## src/rtl/gpu_cmd_scheduler.sv

```systemverilog
// GPU command scheduler: buffers CPU commands in a FIFO and issues
// them one at a time to the GPU, holding frame-sync commands for V_SYNC.
module gpu_cmd_scheduler #(
  parameter int DEPTH   = 8,
  parameter int TIMEOUT = 1023
) (
  input  logic                     CLK,
  input  logic                     RST,
  input  logic                     CMD_VALID,
  input  logic [31:0]              CMD_DATA,
  output logic                     CMD_READY,
  input  logic                     FLUSH,
  output logic [31:0]              INS,
  output logic                     INS_VALID,
  input  logic                     INS_ACK,
  input  logic                     GPU_DONE,
  input  logic                     V_SYNC,
  output logic [$clog2(DEPTH):0]   LEVEL,
  output logic [15:0]              ISSUE_CNT,
  output logic                     ERR
);

  localparam int AW = $clog2(DEPTH);
  localparam int LW = AW + 1;
  localparam int TW = 16;
  localparam logic [TW-1:0] TLIM = TW'(TIMEOUT - 1);

  typedef enum logic [1:0] {
    IDLE,
    WAIT_VSYNC,
    ISSUE,
    WAIT_DONE
  } state_t;

  state_t          state;
  state_t          state_nxt;
  logic [31:0]     mem [DEPTH];
  logic [AW-1:0]   wr_ptr;
  logic [AW-1:0]   rd_ptr;
  logic [LW-1:0]   level;
  logic [TW-1:0]   tcnt;
  logic [15:0]     issue_cnt;
  logic            err;
  logic            v_sync_q;
  logic            full;
  logic            push;
  logic            pop;
  logic            tmo;
  logic            vs_fall;
  logic [31:0]     head;

  assign full    = (level == LW'(DEPTH));
  assign push    = CMD_VALID & ~full & ~FLUSH;
  assign vs_fall = v_sync_q & ~V_SYNC;
  assign head    = mem[rd_ptr];

  assign CMD_READY = ~full;
  assign LEVEL     = level;
  assign ISSUE_CNT = issue_cnt;
  assign ERR       = err;
  assign INS_VALID = (state == ISSUE);
  assign INS       = (state == ISSUE) ? {1'b0, head[30:0]} : 32'd0;

  // Command storage; contents need no reset since level gates use.
  always_ff @(posedge CLK) begin
    if (push) begin
      mem[wr_ptr] <= CMD_DATA;
    end
  end

  // FIFO pointers and occupancy; flush clears everything at once.
  always_ff @(posedge CLK or negedge RST) begin
    if (!RST) begin
      wr_ptr <= '0;
      rd_ptr <= '0;
      level  <= '0;
    end else if (FLUSH) begin
      wr_ptr <= '0;
      rd_ptr <= '0;
      level  <= '0;
    end else begin
      if (push) wr_ptr <= wr_ptr + 1'b1;
      if (pop)  rd_ptr <= rd_ptr + 1'b1;
      unique case ({push, pop})
        2'b10:   level <= level + 1'b1;
        2'b01:   level <= level - 1'b1;
        default: level <= level;
      endcase
    end
  end

  // Next-state decode for the issue sequencer.
  always_comb begin
    state_nxt = state;
    pop       = 1'b0;
    tmo       = 1'b0;
    unique case (state)
      IDLE: begin
        if (level != '0) begin
          state_nxt = head[31] ? WAIT_VSYNC : ISSUE;
        end
      end
      WAIT_VSYNC: begin
        if (vs_fall) state_nxt = ISSUE;
      end
      ISSUE: begin
        if (INS_ACK) begin
          pop       = 1'b1;
          state_nxt = WAIT_DONE;
        end
      end
      WAIT_DONE: begin
        if (GPU_DONE) begin
          state_nxt = IDLE;
        end else if (tcnt == TLIM) begin
          tmo       = 1'b1;
          state_nxt = IDLE;
        end
      end
      default: state_nxt = IDLE;
    endcase
  end

  // Sequencer state register.
  always_ff @(posedge CLK or negedge RST) begin
    if (!RST) begin
      state <= IDLE;
    end else if (FLUSH) begin
      state <= IDLE;
    end else begin
      state <= state_nxt;
    end
  end

  // Completion timeout counter, restarted on each accepted issue.
  always_ff @(posedge CLK or negedge RST) begin
    if (!RST) begin
      tcnt <= '0;
    end else if (pop) begin
      tcnt <= '0;
    end else if (state == WAIT_DONE) begin
      tcnt <= tcnt + 1'b1;
    end
  end

  // Issue counter survives flush; sticky error does not.
  always_ff @(posedge CLK or negedge RST) begin
    if (!RST) begin
      issue_cnt <= '0;
      err       <= 1'b0;
    end else if (FLUSH) begin
      err       <= 1'b0;
    end else begin
      if (pop) issue_cnt <= issue_cnt + 1'b1;
      if (tmo) err <= 1'b1;
    end
  end

  // Previous V_SYNC level for falling-edge detection.
  always_ff @(posedge CLK or negedge RST) begin
    if (!RST) begin
      v_sync_q <= 1'b1;
    end else begin
      v_sync_q <= V_SYNC;
    end
  end

endmodule

```

## config.mk

```make
export PLATFORM = sky130hd
export DESIGN_NAME = gpu_cmd_scheduler
export DESIGN_NICKNAME = d
export VERILOG_FILES = /design/src/rtl/gpu_cmd_scheduler.sv
export SDC_FILE = /design/constraint.sdc
export NUM_CORES = 1
export LEC_CHECK = 0
export ABC_AREA = 1
export CORE_ASPECT_RATIO = 0.5
export CORE_MARGIN = 4
export CORE_UTILIZATION = 45
export CTS_BUF_LIST = sky130_fd_sc_hd__clkbuf_2 sky130_fd_sc_hd__clkbuf_4 sky130_fd_sc_hd__clkbuf_8
export DETAILED_ROUTE_END_ITERATION = 10
export DONT_BUFFER_PORTS = 1
export HOLD_SLACK_MARGIN = 0.02
export PLACE_DENSITY = 0.62
export SYNTH_ARGS = -nofsm -noshare
export SYNTH_HDL_FRONTEND = slang
export SYNTH_SLANG_ARGS = --single-unit
```

## constraint.sdc

```tcl
create_clock -name CLK -period 3.5 [get_ports CLK]
set_input_delay 0 -clock CLK [delete_from_list [all_inputs] [get_ports CLK]]
set_output_delay 0 -clock CLK [all_outputs]
set_load 0.05 [all_outputs]
```

==> results.cfg, run 1 <==
[status]
outcome = complete, no violations

[synthesis]
synth.top_cell.area_share_pct = 61.6
avgSynthCellArea_um2 = 11.9
ys.flop_type = edfxtp_1
syn-num-nets = 1100
synth_async_sr_flop_share_pct = 15.2
synth_top_cell_by_area = edfxtp_1
synthDistinctLibCells = 37
synth_seq_cells = 302
synth_edf_count = 256
yosysSeqAreaShare_pct = 70.8
yosys_warnings = 0
synth.area.top_cells = edfxtp_1 62%, dfrtp_1 9.0%, o21ai_0 7.4%, nor2_1 6.6%, o22ai_1 3.1%
syn_inst = 1049
synth_area_um2 = 12500

[placed_design]
routabilityCongestion = 0.844
port_buffers = 0
place_area_um2 = 13300
hpwl_mm = 16.5

[clocking]
clkTransAtPathRegs_ps = 70
ctsLongestPathBuffers = 3
post_cts_buffers = 0
cts-root-buf = clkbuf_8
clock_sinks = 302
cts_buffers = 44
insertion_delay_ps = 580
cts_tree = done
cts_htree_levels = 2

[timing]
fin_crit_ps = 2790
clock_skew_ps = 27.7
rsz0062_at_grt = no
relSlewSlack_pct = 50.1
fin_setup_tns_ps = 0
fin_crit_sh_pct = 79.8
maxSlewViolCount = 0
max_slew.worst_pin.slew_ps = 749
fmax_mhz = 358
hold_viol_final = 0
setup_viol = 0

[global_routing]
grt-ovfl-total = 0
grt_pass1_wl_mm = 45.8
grtUsageTotal_pct = 18.6
grt_pass1_vias = 8306
antenna_found_initial = 3
grt_max_degree = 71

[routing]
drt_iter0_markers = 548
via_per_inst = 5.38
ant_nets = 0
wire_per_inst_um = 18.3
dr.pass1.iters = 4
routed_wl_mm = 28.4
drc = 0
vias = 8347

[layout]
stdcell_area_um2 = 14600
nets = 1191
area_growth_pct = 17.0
drive_gt1_share_pct = 13.7

[die]
initial_core_util_pct = 46.5
die_w_um = 244
top_level_ports = 94
die_h_um = 126
core_um2 = 26900
row_count = 42
dieArea_um2 = 30600

[pwr]
total_power_w = 0.00850
irDropWorstVdd_mv = 0.297
power_density_nw_per_um2 = 582
leakagePower_nw = 5.36

[worst_setup_path]
worstPathRequired_ps = 3760
arrival_ps = 3050
worstReg2RegStart = LEVEL[0]
endpoint_kind = flop
critPathMaxFanout = 17
startpoint = LEVEL[0]
critPathLaunchType = flop
path_class = flop to flop

[hold_path]
hold_path_startpoint = GPU_DONE
hold_path_class = input pin to flop

[flow_run]
maxCapViolations = 0
synth_stat cells (4+ instances only):
library cell and instances:
ha_1 12, inv_1 50, nand2_2 5, clkbuf_1 39
nand3_1 22, nand2_1 68, buf_2 11, nor3_1 7
xnor2_1 4, o21ai_0 185, a21oi_1 14, dfrtp_1 45
nor2_1 220, xor2_1 11, nand4_1 8, o22ai_1 62
edfxtp_1 256
layer usage:
metal / vias to the layer above / share of wire [%] / GRT usage [%]
met5: - / 0.046 / 0
met4: 2 / 1.7 / 5.09
met3: 43 / 5.9 / 4.21
met2: 231 / 47 / 30.1
met1: 4135 / 45 / 25.6
li1: 3936 / - / -
registers in the layout (all words and copies together), names as in the netlist:
| name | count |
|---|---|
| ERR | 1 |
| v_sync_q | 1 |
| wr_ptr | 3 |
| mem | 256 |
| LEVEL | 4 |
| tcnt | 16 |
| ISSUE_CNT | 16 |
| rd_ptr | 3 |
| state | 2 |
power breakdown:
group	switching, W	internal [W]	leakage (nW)
sequential	0.000201	0.00405	2.91
combinational	0.00102	0.000429	1.98
clock	0.00136	0.00144	0.462
cells by family (layout without fill, tap and decap cells):
logic type                 Yosys count  after routing  share of synthesized area, %
adders and majority gates           12             12                          1.20
AOI/OAI and AO/OA                  269            269                          11.5
and+or+nand+nor                    344            344                          11.9
DFF                                302            302                          70.8
buffers and inverters              106            232                          3.45
other                                1              3                        0.0300
xor gates and xnor gates            15             15                          1.05
layout by cell type (no fill, tap or decap), types with 3 or more instances in the layout:
master         netlist  final
clkinv_2             0      3
o22ai_1             62     62
buf_12               0      5
clkinv_1             0     11
dfrtp_1             45     43
nor2_4               1      9
nand3_1             22     22
xnor2_1              4      4
edfxtp_1           256    256
nor3_2               3      3
a21oi_1             14     14
nand4_1              8      8
nand2_1             68     68
nand2_2              5      5
dlygate4sd3_1        0     41
nor3_1               7      7
inv_1               50     50
buf_4                3     51
clkbuf_8             0     47
nor2_1             220    212
xor2_1              11     11
clkbuf_4             0     17
ha_1                12     11
o21ai_0            185    185
worst paths after layout:
path                              end  slack (ps)  depth (start not counted)
setup / recovery           mem[6][28]         710                          7
hold / removal                    ERR         220                          3
setup reg to reg           mem[6][28]         710                          7
hold reg to reg               tcnt[8]         530                          1
max in group asynchronous   rd_ptr[0]        2680                          4
min in group asynchronous    v_sync_q         540                          3
critical path: stages (launching register included):
cell     delay [ps]
dfrtp_1         740
nor2_1          140
nand2_1         130
nand3_1         160
inv_1           180
nand2_1         270
nor2_4          580
buf_12          250
stage by stage:
stage               utilization, %  instances  setup slack (ps)  hold slack, ps
floorplan                        -       1049              36.0            -296
global placement              49.4       1425               834            -293
detailed placement            49.4       1425               752            -293
CTS                           54.4       1549               725             195
global route                  54.4       1551               571             213
finish                        54.4       1551               708             222
final cells by class:
cell class                 count  area, um^2
timing repair buffer          99         948
multi-input combinational    641        3280
tap                          374         468
clock buffer                  64         774
fill                        2275       12200
inverter                      52         196
sequential                   302        8840
clock inverter                17        91.3
antenna                        2        5.00
repair_timing:
item	in CTS	in global routing
hold buffers	43	0
endpoints found under the hold margin	348	0
resized for setup	0	0
Power figures use the tool's default switching activity.
==> inputs of run 2 (changes only) <==
- PLACE_DENSITY: 0.62 -> 0.64
- clock period: 3.5 -> 2.3 ns (I/O delays scaled with it)
==> run 2 against run 1 <==
Compared with the run above: routed wire length grew 8.0%; core utilization up 1.8 points; largest power group unchanged; setup slack worse by 640 ps; via count is 2.6% higher; critical path depth stayed put; combinational power increased by 93%; largest cell class unchanged.
==> results.cfg, run 2 (synthesized netlist as in run 1, its figures left out) <==
[status]
outcome = complete, no violations

[global_routing]
grt_pass1_wl_mm = 47.8
grtUsageTotal_pct = 19.5
grt_max_degree = 57
grt_pass1_vias = 8597
grt-ovfl-total = 0
antenna_found_initial = 0

[routing]
dr.pass1.iters = 5
routed_wl_mm = 30.7
drt_iter0_markers = 855
drc = 0
vias = 8567
ant_nets = 0
wire_per_inst_um = 19.6
via_per_inst = 5.46

[placed_design]
routabilityCongestion = 0.791
hpwl_mm = 17.2
preCtsSetupSlack_ps = 249
dp_cells = 1447
port_buffers = 0

[worst_setup_path]
rr_endpoint = LEVEL[3]
worstReg2RegStart = state[0]
worstPathRequired_ps = 2300
reg2reg_depth = 14
endpoint_kind = primary output
reg2reg_slack_ps = 180
critical-path-slowest-cell = dfrtp_4
critPathLaunchType = flop
arrival_ps = 2240
critical_path.n_buffers_inverters = 3
cp_cell_sequence = clkinv_8 > bufbuf_16 > o21ai_0 > o22ai_1 > o21ai_0 > nor2_1 > buf_4
critPathMaxFanout = 32
cp_top_family = buffers and inverters
path_class = flop to primary output
cpMostUsedCell = o21ai_0
critPathMaxStageDelay_ps = 530

[clocking]
cts_buffers = 43
cts_htree_levels = 2
cts_tree = done
clkTransAtPathRegs_ps = 70
insertion_delay_ps = 570
cts-root-buf = clkbuf_8
clock_sinks = 302
ctsLongestPathBuffers = 3

[hold_path]
hold_path_class = input pin to flop
hold_path_startpoint = GPU_DONE
holdPathStages = 3
holdPathEnd = ERR

[pwr]
power_switching_w = 0.00400
irDropWorstVdd_mv = 0.472
pwr-share-seq_pct = 48.0
leakagePower_nw = 5.58
p_int_w = 0.00916
power_frac_comb_pct = 21.2
switching_share_pct = 30.4
total_power_w = 0.0132
clkPwrFrac_pct = 30.8
power_density_nw_per_um2 = 872

[timing]
rsz0062_at_grt = yes
maxSlewViolCount = 0
hold_viol_final = 0
relSlewSlack_pct = 60.1
fmax_mhz = 447
setup_viol = 0
fin_crit_sh_pct = 97.2
clock_skew_ps = 18.1
fin_ws_ps = 64.8
fin_crit_ps = 2240
max_slew.worst_pin.slew_ps = 598

[die]
row_count = 42
die_h_um = 126
die_w_um = 244
top_level_ports = 94
initial_core_util_pct = 46.5
core_um2 = 26900
dieArea_um2 = 30600

[layout]
nets = 1219
final.fill_count = 2154
layout.cells.non_filler = 1568
final_cell_mix = 256 x edfxtp_1, 211 x nor2_1, 182 x o21ai_0
utilization_pct = 56.2
antenna_cells = 0
area_growth_pct = 20.9
largest-register = mem
final_common_cell = edfxtp_1
drive_gt1_share_pct = 16.2
largest_register_ffs = 256

[flow_run]
maxCapViolations = 0
==> run 2: worst register-to-register path, stage by stage (launching register included) <==
cell,delay (ps)
dfrtp_1,410
inv_1,130
ha_4,210
nand2_2,140
inv_1,120
nand2_1,160
inv_1,70
ha_1,320
nand2_1,60
inv_1,50
nand3_1,90
nand2_1,80
nand2_1,50
nand3_1,60
nand2_1,50
==> run 2: layer usage <==
metal / wire length, um / up-vias / global-route usage (%)
li1: - / 3987 / -
met1: 13100 / 4196 / 25.9
met2: 14600 / 327 / 32.9
met3: 2280 / 57 / 4.27
met4: 697 / 0 / 5.43
met5: 0 / - / 0
==> run 2: power groups by stage <==
| stage | clock, W | sequential [W] | combinational (W) |
|---|---|---|---|
| 5_1_grt | 0.00440 | 0.00633 | 0.00304 |
| 3_3_place_gp | 0 | 0.00641 | 0.00234 |
| 4_1_cts | 0.00415 | 0.00630 | 0.00262 |
| 6_report | 0.00405 | 0.00631 | 0.00280 |
| 2_1_floorplan | 0 | 0.00658 | 0.00151 |
| 3_5_place_dp | 0 | 0.00642 | 0.00239 |
==> run 2: layout make-up <==
cell class	count	area, um^2	area share, %
well taps	374	468	3.10
clock buffers	62	741	4.91
inverters	52	208	1.38
repair buffers	128	1470	9.73
multi-input cells	641	3300	21.9
flip-flops and latches	302	8850	58.6
clock inverters	9	55.1	0.365
==> run 2: metrics by stage <==
stage                     area, um^2  hold WS [ps]  TNS, ps
after floorplan                12600          -296        0
after global placement         13600          -293        0
after detailed placement       13600          -294        0
after CTS                      14900           201    -25.9
after global routing           15100           245     -492
final                          15100           253        0
==> run 2: worst max-delay path by stage <==
stage | start | slack [ps] | cells after the start | endpoint
2_1_floorplan | LEVEL[3] | 60 | 7 | mem[0][0]
3_3_place_gp | state[0] | 340 | 14 | LEVEL[3]
3_5_place_dp | state[0] | 250 | 14 | LEVEL[3]
4_1_cts | rd_ptr[0] | -7 | 7 | INS[6]
5_1_grt | rd_ptr[0] | -80 | 7 | INS[22]
6_report | rd_ptr[0] | 60 | 7 | INS[19]
==> run 2: repair_timing <==
item / CTS / global route
hold buffers: 44 / 0
gates resized for setup: 5 / 28
cloned: 2 / 3
endpoints found under the setup margin: 31 / 31
pin swaps: 0 / 3
hold endpoints to repair: 348 / 0
setup buffers: 0 / 1
